**src/rtl/reg_file_pkg.sv**
```systemverilog
// reg_file_pkg: default geometry and shared typedefs for the integer register file
package reg_file_pkg;
    localparam int DEF_XLEN  = 32;
    localparam int DEF_NREGS = 32;
    localparam int DEF_AW    = $clog2(DEF_NREGS);
    typedef logic [DEF_AW-1:0]   reg_addr_t;
    typedef logic [DEF_XLEN-1:0] reg_data_t;
endpackage

```
**src/rtl/reg_file_sb_if.sv**
```systemverilog
// reg_file_sb_if: read/write/alloc port bundle between issue/writeback logic and the register file
interface reg_file_sb_if
    import reg_file_pkg::*;
#(
    parameter int XLEN  = DEF_XLEN,
    parameter int NREGS = DEF_NREGS,
    parameter int NRD   = 2,
    parameter int NWR   = 1
);
    localparam int AW = $clog2(NREGS);
    logic [NRD-1:0][AW-1:0]   rd_addr;
    logic [NRD-1:0][XLEN-1:0] rd_data;
    logic [NRD-1:0]           rd_busy;
    logic [NWR-1:0]           wr_en;
    logic [NWR-1:0][AW-1:0]   wr_addr;
    logic [NWR-1:0][XLEN-1:0] wr_data;
    logic                     alloc_en;
    logic [AW-1:0]            alloc_addr;
    logic                     flush;
    modport master (
        output rd_addr, wr_en, wr_addr, wr_data, alloc_en, alloc_addr, flush,
        input  rd_data, rd_busy
    );
    modport slave (
        input  rd_addr, wr_en, wr_addr, wr_data, alloc_en, alloc_addr, flush,
        output rd_data, rd_busy
    );
endinterface

```
**src/rtl/reg_file_scoreboard.sv**
```systemverilog
// reg_file_scoreboard: per-register busy bits; flush beats alloc, alloc beats writeback clear
module reg_file_scoreboard
    import reg_file_pkg::*;
#(
    parameter int NREGS = DEF_NREGS,
    parameter int NWR   = 1,
    localparam int AW   = $clog2(NREGS)
) (
    input  logic                   clk,
    input  logic                   rst,
    input  logic [NWR-1:0]         wr_en,
    input  logic [NWR-1:0][AW-1:0] wr_addr,
    input  logic                   alloc_en,
    input  logic [AW-1:0]          alloc_addr,
    input  logic                   flush,
    output logic [NREGS-1:0]       busy
);
    logic [NREGS-1:0] busy_nxt;
    always_comb begin
        busy_nxt = flush ? '0 : busy;
        for (int j = 0; j < NWR; j++)
            if (wr_en[j]) busy_nxt[wr_addr[j]] = 1'b0;
        if (alloc_en && !flush) busy_nxt[alloc_addr] = 1'b1;
        busy_nxt[0] = 1'b0;
    end
    always_ff @(posedge clk or posedge rst)
        if (rst) busy <= '0;
        else     busy <= busy_nxt;
endmodule

```
**src/rtl/reg_file_sb.sv**
```systemverilog
// reg_file_sb: multi-port register file with busy-bit scoreboard, x0 hardwired to zero
// Optional same-cycle write-to-read forwarding when REG_FILE_BYPASS_EN is defined.
module reg_file_sb
    import reg_file_pkg::*;
#(
    parameter int XLEN  = DEF_XLEN,
    parameter int NREGS = DEF_NREGS,
    parameter int NRD   = 2,
    parameter int NWR   = 1
) (
    input logic         clk,
    input logic         rst,
    reg_file_sb_if.slave bus
);
    localparam int AW = $clog2(NREGS);
    logic [NREGS-1:0][XLEN-1:0] regs;
    logic [NREGS-1:0]           busy;
    logic [NRD-1:0][XLEN-1:0]   rd_data;
    logic [NRD-1:0]             rd_busy;
    reg_file_scoreboard #(.NREGS(NREGS), .NWR(NWR)) u_sb (
        .clk        (clk),
        .rst        (rst),
        .wr_en      (bus.wr_en),
        .wr_addr    (bus.wr_addr),
        .alloc_en   (bus.alloc_en),
        .alloc_addr (bus.alloc_addr),
        .flush      (bus.flush),
        .busy       (busy)
    );
    // Later ports are visited last, so the highest-index writer to an address wins.
    always_ff @(posedge clk or posedge rst)
        if (rst) regs <= '0;
        else
            for (int j = 0; j < NWR; j++)
                if (bus.wr_en[j] && bus.wr_addr[j] != '0) regs[bus.wr_addr[j]] <= bus.wr_data[j];
    always_comb begin
        for (int i = 0; i < NRD; i++) begin
            rd_data[i] = regs[bus.rd_addr[i]];
            rd_busy[i] = busy[bus.rd_addr[i]];
`ifdef REG_FILE_BYPASS_EN
            for (int j = 0; j < NWR; j++)
                if (!rst && bus.wr_en[j] && bus.wr_addr[j] == bus.rd_addr[i] && bus.rd_addr[i] != '0) begin
                    rd_data[i] = bus.wr_data[j];
                    rd_busy[i] = 1'b0;
                end
`else
`endif
        end
    end
    assign bus.rd_data = rd_data;
    assign bus.rd_busy = rd_busy;
endmodule

```
**src/flat_wrapper.sv**
```systemverilog
// flat-port wrapper written by rule: the top's interface ports become plain ports
module reg_file_sb_flat import reg_file_pkg::*;
#(
    parameter int XLEN  = DEF_XLEN,
    parameter int NREGS = DEF_NREGS,
    parameter int NRD   = 2,
    parameter int NWR   = 1
)
  (clk, rst, bus_rd_addr, bus_wr_en, bus_wr_addr, bus_wr_data, bus_alloc_en, bus_alloc_addr, bus_flush, bus_rd_data, bus_rd_busy);
  reg_file_sb_if #(.XLEN(XLEN), .NREGS(NREGS), .NRD(NRD), .NWR(NWR)) bus_i ();
  input logic clk;
  input logic rst;
  input wire logic [$bits(bus_i.rd_addr)-1:0] bus_rd_addr;
  input wire logic [$bits(bus_i.wr_en)-1:0] bus_wr_en;
  input wire logic [$bits(bus_i.wr_addr)-1:0] bus_wr_addr;
  input wire logic [$bits(bus_i.wr_data)-1:0] bus_wr_data;
  input wire logic [$bits(bus_i.alloc_en)-1:0] bus_alloc_en;
  input wire logic [$bits(bus_i.alloc_addr)-1:0] bus_alloc_addr;
  input wire logic [$bits(bus_i.flush)-1:0] bus_flush;
  output wire logic [$bits(bus_i.rd_data)-1:0] bus_rd_data;
  output wire logic [$bits(bus_i.rd_busy)-1:0] bus_rd_busy;
  assign bus_i.rd_addr = bus_rd_addr;
  assign bus_i.wr_en = bus_wr_en;
  assign bus_i.wr_addr = bus_wr_addr;
  assign bus_i.wr_data = bus_wr_data;
  assign bus_i.alloc_en = bus_alloc_en;
  assign bus_i.alloc_addr = bus_alloc_addr;
  assign bus_i.flush = bus_flush;
  assign bus_rd_data = bus_i.rd_data;
  assign bus_rd_busy = bus_i.rd_busy;
  reg_file_sb #(.XLEN(XLEN), .NREGS(NREGS), .NRD(NRD), .NWR(NWR)) u_core (.clk(clk), .rst(rst), .bus(bus_i));
endmodule
```
**config.mk**
```make
export PLATFORM = sky130hd
export DESIGN_NAME = reg_file_sb_flat
export DESIGN_NICKNAME = d
export VERILOG_FILES = /design/src/rtl/reg_file_pkg.sv /design/src/rtl/reg_file_sb_if.sv /design/src/rtl/reg_file_scoreboard.sv /design/src/rtl/reg_file_sb.sv /design/src/flat_wrapper.sv
export SDC_FILE = /design/constraint.sdc
export NUM_CORES = 2
export LEC_CHECK = 0
export ABC_CLOCK_PERIOD_IN_PS = 36600
export BUFFER_PORTS_ARGS = -buffer_cell sky130_fd_sc_hd__buf_4
export CAP_MARGIN = 20
export CORE_MARGIN = 10
export CORE_UTILIZATION = 45
export CTS_BUF_LIST = sky130_fd_sc_hd__clkbuf_4
export DETAILED_ROUTE_END_ITERATION = 12
export PLACE_DENSITY = 0.67
export SYNTH_ARGS = -nofsm -noshare
export SYNTH_HDL_FRONTEND = slang
export SYNTH_SLANG_ARGS = --single-unit
```
**constraint.sdc**
```tcl
create_clock -name clk -period 36.6 [get_ports clk]
set_clock_uncertainty 0.05 [all_clocks]
set_input_delay 1.83 -clock clk [delete_from_list [all_inputs] [get_ports clk]]
set_output_delay 1.83 -clock clk [all_outputs]
set_load 0.1 [all_outputs]
```
==> summary.md <==
| Metric | Value |
|---|---|
| Final antenna-violating net count | 0 |
| Post-CTS sizing | 0 |
| Seq cells post-synth | between 1000 and 1500 |
| Endpoints failing hold | 0 |
| Setup-failing EPs final | 0 |
| HP Class | reg -> reg |
| Least-Margin Pin Slew | roughly 1.2 ns |
| Vias in the first global route | roughly 37000 |
| CP startpoint kind | input port |
| Avg WL per Cell | between 30 and 40 um |
| Max H-tree Level | 5 |
| Largest net degree at the start of global routing | 176 |
| Clock-pin slew on the worst setup and hold paths | 0.06 ns |
| Synth top cells by count | dfrtp_1, mux2_2, mux4_2 |
| Row count | around 130 |
| Hold path cells | 0 |
| Die X | ~370 um |
| Synth Area per Inst | 15.7 um^2 |
| Top FF cell, synth | dfrtp_1 |
| Critical Path End Type | output pin |
| Post-synth EDFFs | 0 |
| Synth warn | 0 |
| Synth-to-Final Area Change | 8.62% |
| Reg-to-Reg Start | u_core.u_sb.busy[22]$_DFF_PP0_ |
| Routing usage on met2 | 0.387 |
| P_leak | roughly 0.026 uW |
| # Post-CTS Setup Buffers | 0 |
| Core area | between 0.1 and 0.15 mm^2 |
| Initial DRC count | approximately 3300 |
| Headroom to the max-slew limit | 0.216 |
| CP most frequent cell | buf_4 |
| CP max FO | 79 |
| WP buf/inv | 5 |
| Clock sink count | ~1100 |
| First-pass GRT wire length | between 200000 and 250000 um |
| Slowest cell on the critical path | buf_4 |
| Share of the yosys chip area belonging to registers | 0.481 |
| Post-Syn Area | 0.0549 mm^2 |
| Unrepaired setup endpoints after global routing | false |
| Pwr Total | about 3300 uW |
| Placed insts | ~4900 |
| Via count | 35192 |
| Antenna violations before repair | 6 |
| Yosys cell types | 39 |
| WS Path Type | in -> out |
| Pins Over Slew Limit | 0 |
| Die area | between 0.1 and 0.15 mm^2 |
| Max_cap viols | 0 |
| Ratio of cells with drive above 1 in the final layout | 0.574 |
| GRT Util Overall | 0.244 |
| GPL Wtd Cong | between 0.7 and 0.8 |
| Fin crit share | 0.232 |
| Syn Inst Count | ~3500 |
| Met3 global-route usage | 0.0578 |
| Setup TNS Final | 0 ns |
| HPWL Detailed | slightly above 80000 um |
| Data arrival, critical path | 6.59 ns |
| Total CTS buffers | about 290 |
| Root Buffer | clkbuf_4 |
| Outcome | completed |
| Required @ worst endpoint | 34.72 ns |
| Hold_sp | u_core.regs[17]$_DFFE_PP0P_ |
| Die Height | ~370 um |
| Initial Util | 0.452 |
| CP top delay family | buffers and inverters |
| Overflow after GRT | 0 |
| Worst R2R End | u_core.u_sb.busy[22]$_DFF_PP0_ |
| Worst path max stage delay | around 0.9 ns |
| R2R cell count | 2 |
| Most common cell in the netlist | dfrtp_1 |
| Nets | 3623 |
| Tmin final | around 8.5 ns |
| PwrDens | 54.5 mW/mm^2 |
| WHS Endpoint | u_core.regs[17]$_DFFE_PP0P_ |
| GR peak layer | met2 |
| Final wirelength | approximately 170000 um |
| R2R setup slack | ~36 ns |
| Async set-or-reset flop fraction in the synthesized netlist | 1.00 |
| CTS max path bufs | 4 |
| IO buf count | between 100 and 150 |
| I/O pin total | 123 |
| CTS tree | built |
| # DRC | 0 |
| Max VDD drop | 0.0335 mV |
| F_max | between 100 and 150 MHz |
| Area leader, netlist | dfrtp_1 |
| Post-CTS Hold Buffers | 0 |
| Synth area leaders | dfrtp_1, mux4_2, mux2_2 |
| Crit-path cells | buf_8 > buf_4 > buf_4 > buf_4 > mux4_2 > o22ai_1 > nor4_1 > buf_4 |
| Net Count, Synth | between 3000 and 4000 |
| Worst-Skew Late Latency | between 1 and 1.5 ns |
| Drt first pass iters | 7 |
| Post-synth top area share | 0.481 |
| Vias per cell | 6.57 |
| Met1 Use GR | 0.319 |
| Count of non-filler cells in the finished layout | between 5000 and 6000 |
## area by class of cell
class / count / area [um^2]
fillers: 10298 / 61900
flip-flops and latches: 1055 / 26400
multi-input cells: 2011 / 26300
clock buffers: 416 / 3120
well taps: 1625 / 2030
repair buffers: 183 / 1460
clock inverters: 41 / 210
inverters: 21 / 86.3
diodes: 4 / 10.0
## routing by layer
layer | part of all wire | wire length, um
met2 | 0.48 | 80400
met3 | 0.078 | 13200
met4 | 0.041 | 6930
met1 | 0.40 | 67400
met5 | 0.000089 | 15
## where the power goes
group          switching, uW  internal, uW
logic                    316           390
registers                153          1380
clock network            484           529
total                    953          2300
## worst max path at each step
stage / endpoint / startpoint / cells after the start
global route: bus_rd_data[50] / bus_rd_addr[6] / 8
detailed placement: bus_rd_data[50] / bus_rd_addr[6] / 8
global placement: bus_rd_data[50] / bus_rd_addr[6] / 8
CTS: bus_rd_data[50] / bus_rd_addr[6] / 8
floorplan: u_core.regs[0]$_DFFE_PP0P_ / rst / 1
finish: bus_rd_data[50] / bus_rd_addr[6] / 8
## registers in the layout, summed over array words and instances (netlist names)
signal,flops
u_core.regs,1024
u_core.u_sb.busy,31
## stage by stage
stage           util  cell area (um^2)  worst slack (ns)  hold WS (ns)
6_report       0.491             59600             28.13         0.344
2_1_floorplan      -             54900              5.02         0.391
3_5_place_dp   0.463             56300             27.92         0.333
4_1_cts        0.490             59600             27.91         0.347
5_1_grt        0.491             59600             27.60         0.359
3_3_place_gp   0.463             56300             27.76         0.327
## cell usage in the layout, fill, tap and decap left out, drive strengths merged, types with 4 or more instances in the layout
cell type  instances
dfrtp           1055
mux2            1000
mux4             518
clkbuf           417
o22ai            256
buf              182
nor4              64
clkinv            35
nand2             31
nand3b            27
inv               25
nor2              20
o21ai             17
o32ai             16
nand2b             9
o2111ai            8
nor2b              6
or3                6
nand4              6
nand3              5
diode              4
o31a               4
nor3b              4
or3b               4
## kinds of logic (layout without fill, tap and decap cells)
group / after synthesis / in the layout / synth area share
AND/OR/NAND/NOR: 186 / 186 / 0.0217
other: 0 / 4 / 0
multiplexers: 1520 / 1520 / 0.418
flip-flops: 1055 / 1055 / 0.481
AO/OA/AOI/OAI: 305 / 305 / 0.0358
buffers and inverters: 429 / 661 / 0.0438
## worst reg2reg max path, delay by kind of cell (launching register included)
family                 cells  cell delay, ns
AO/OA/AOI/OAI              1            0.28
flip-flops                 1            0.38
buffers and inverters      1            0.05
Note: power is estimated with default switching activity, not from simulation.
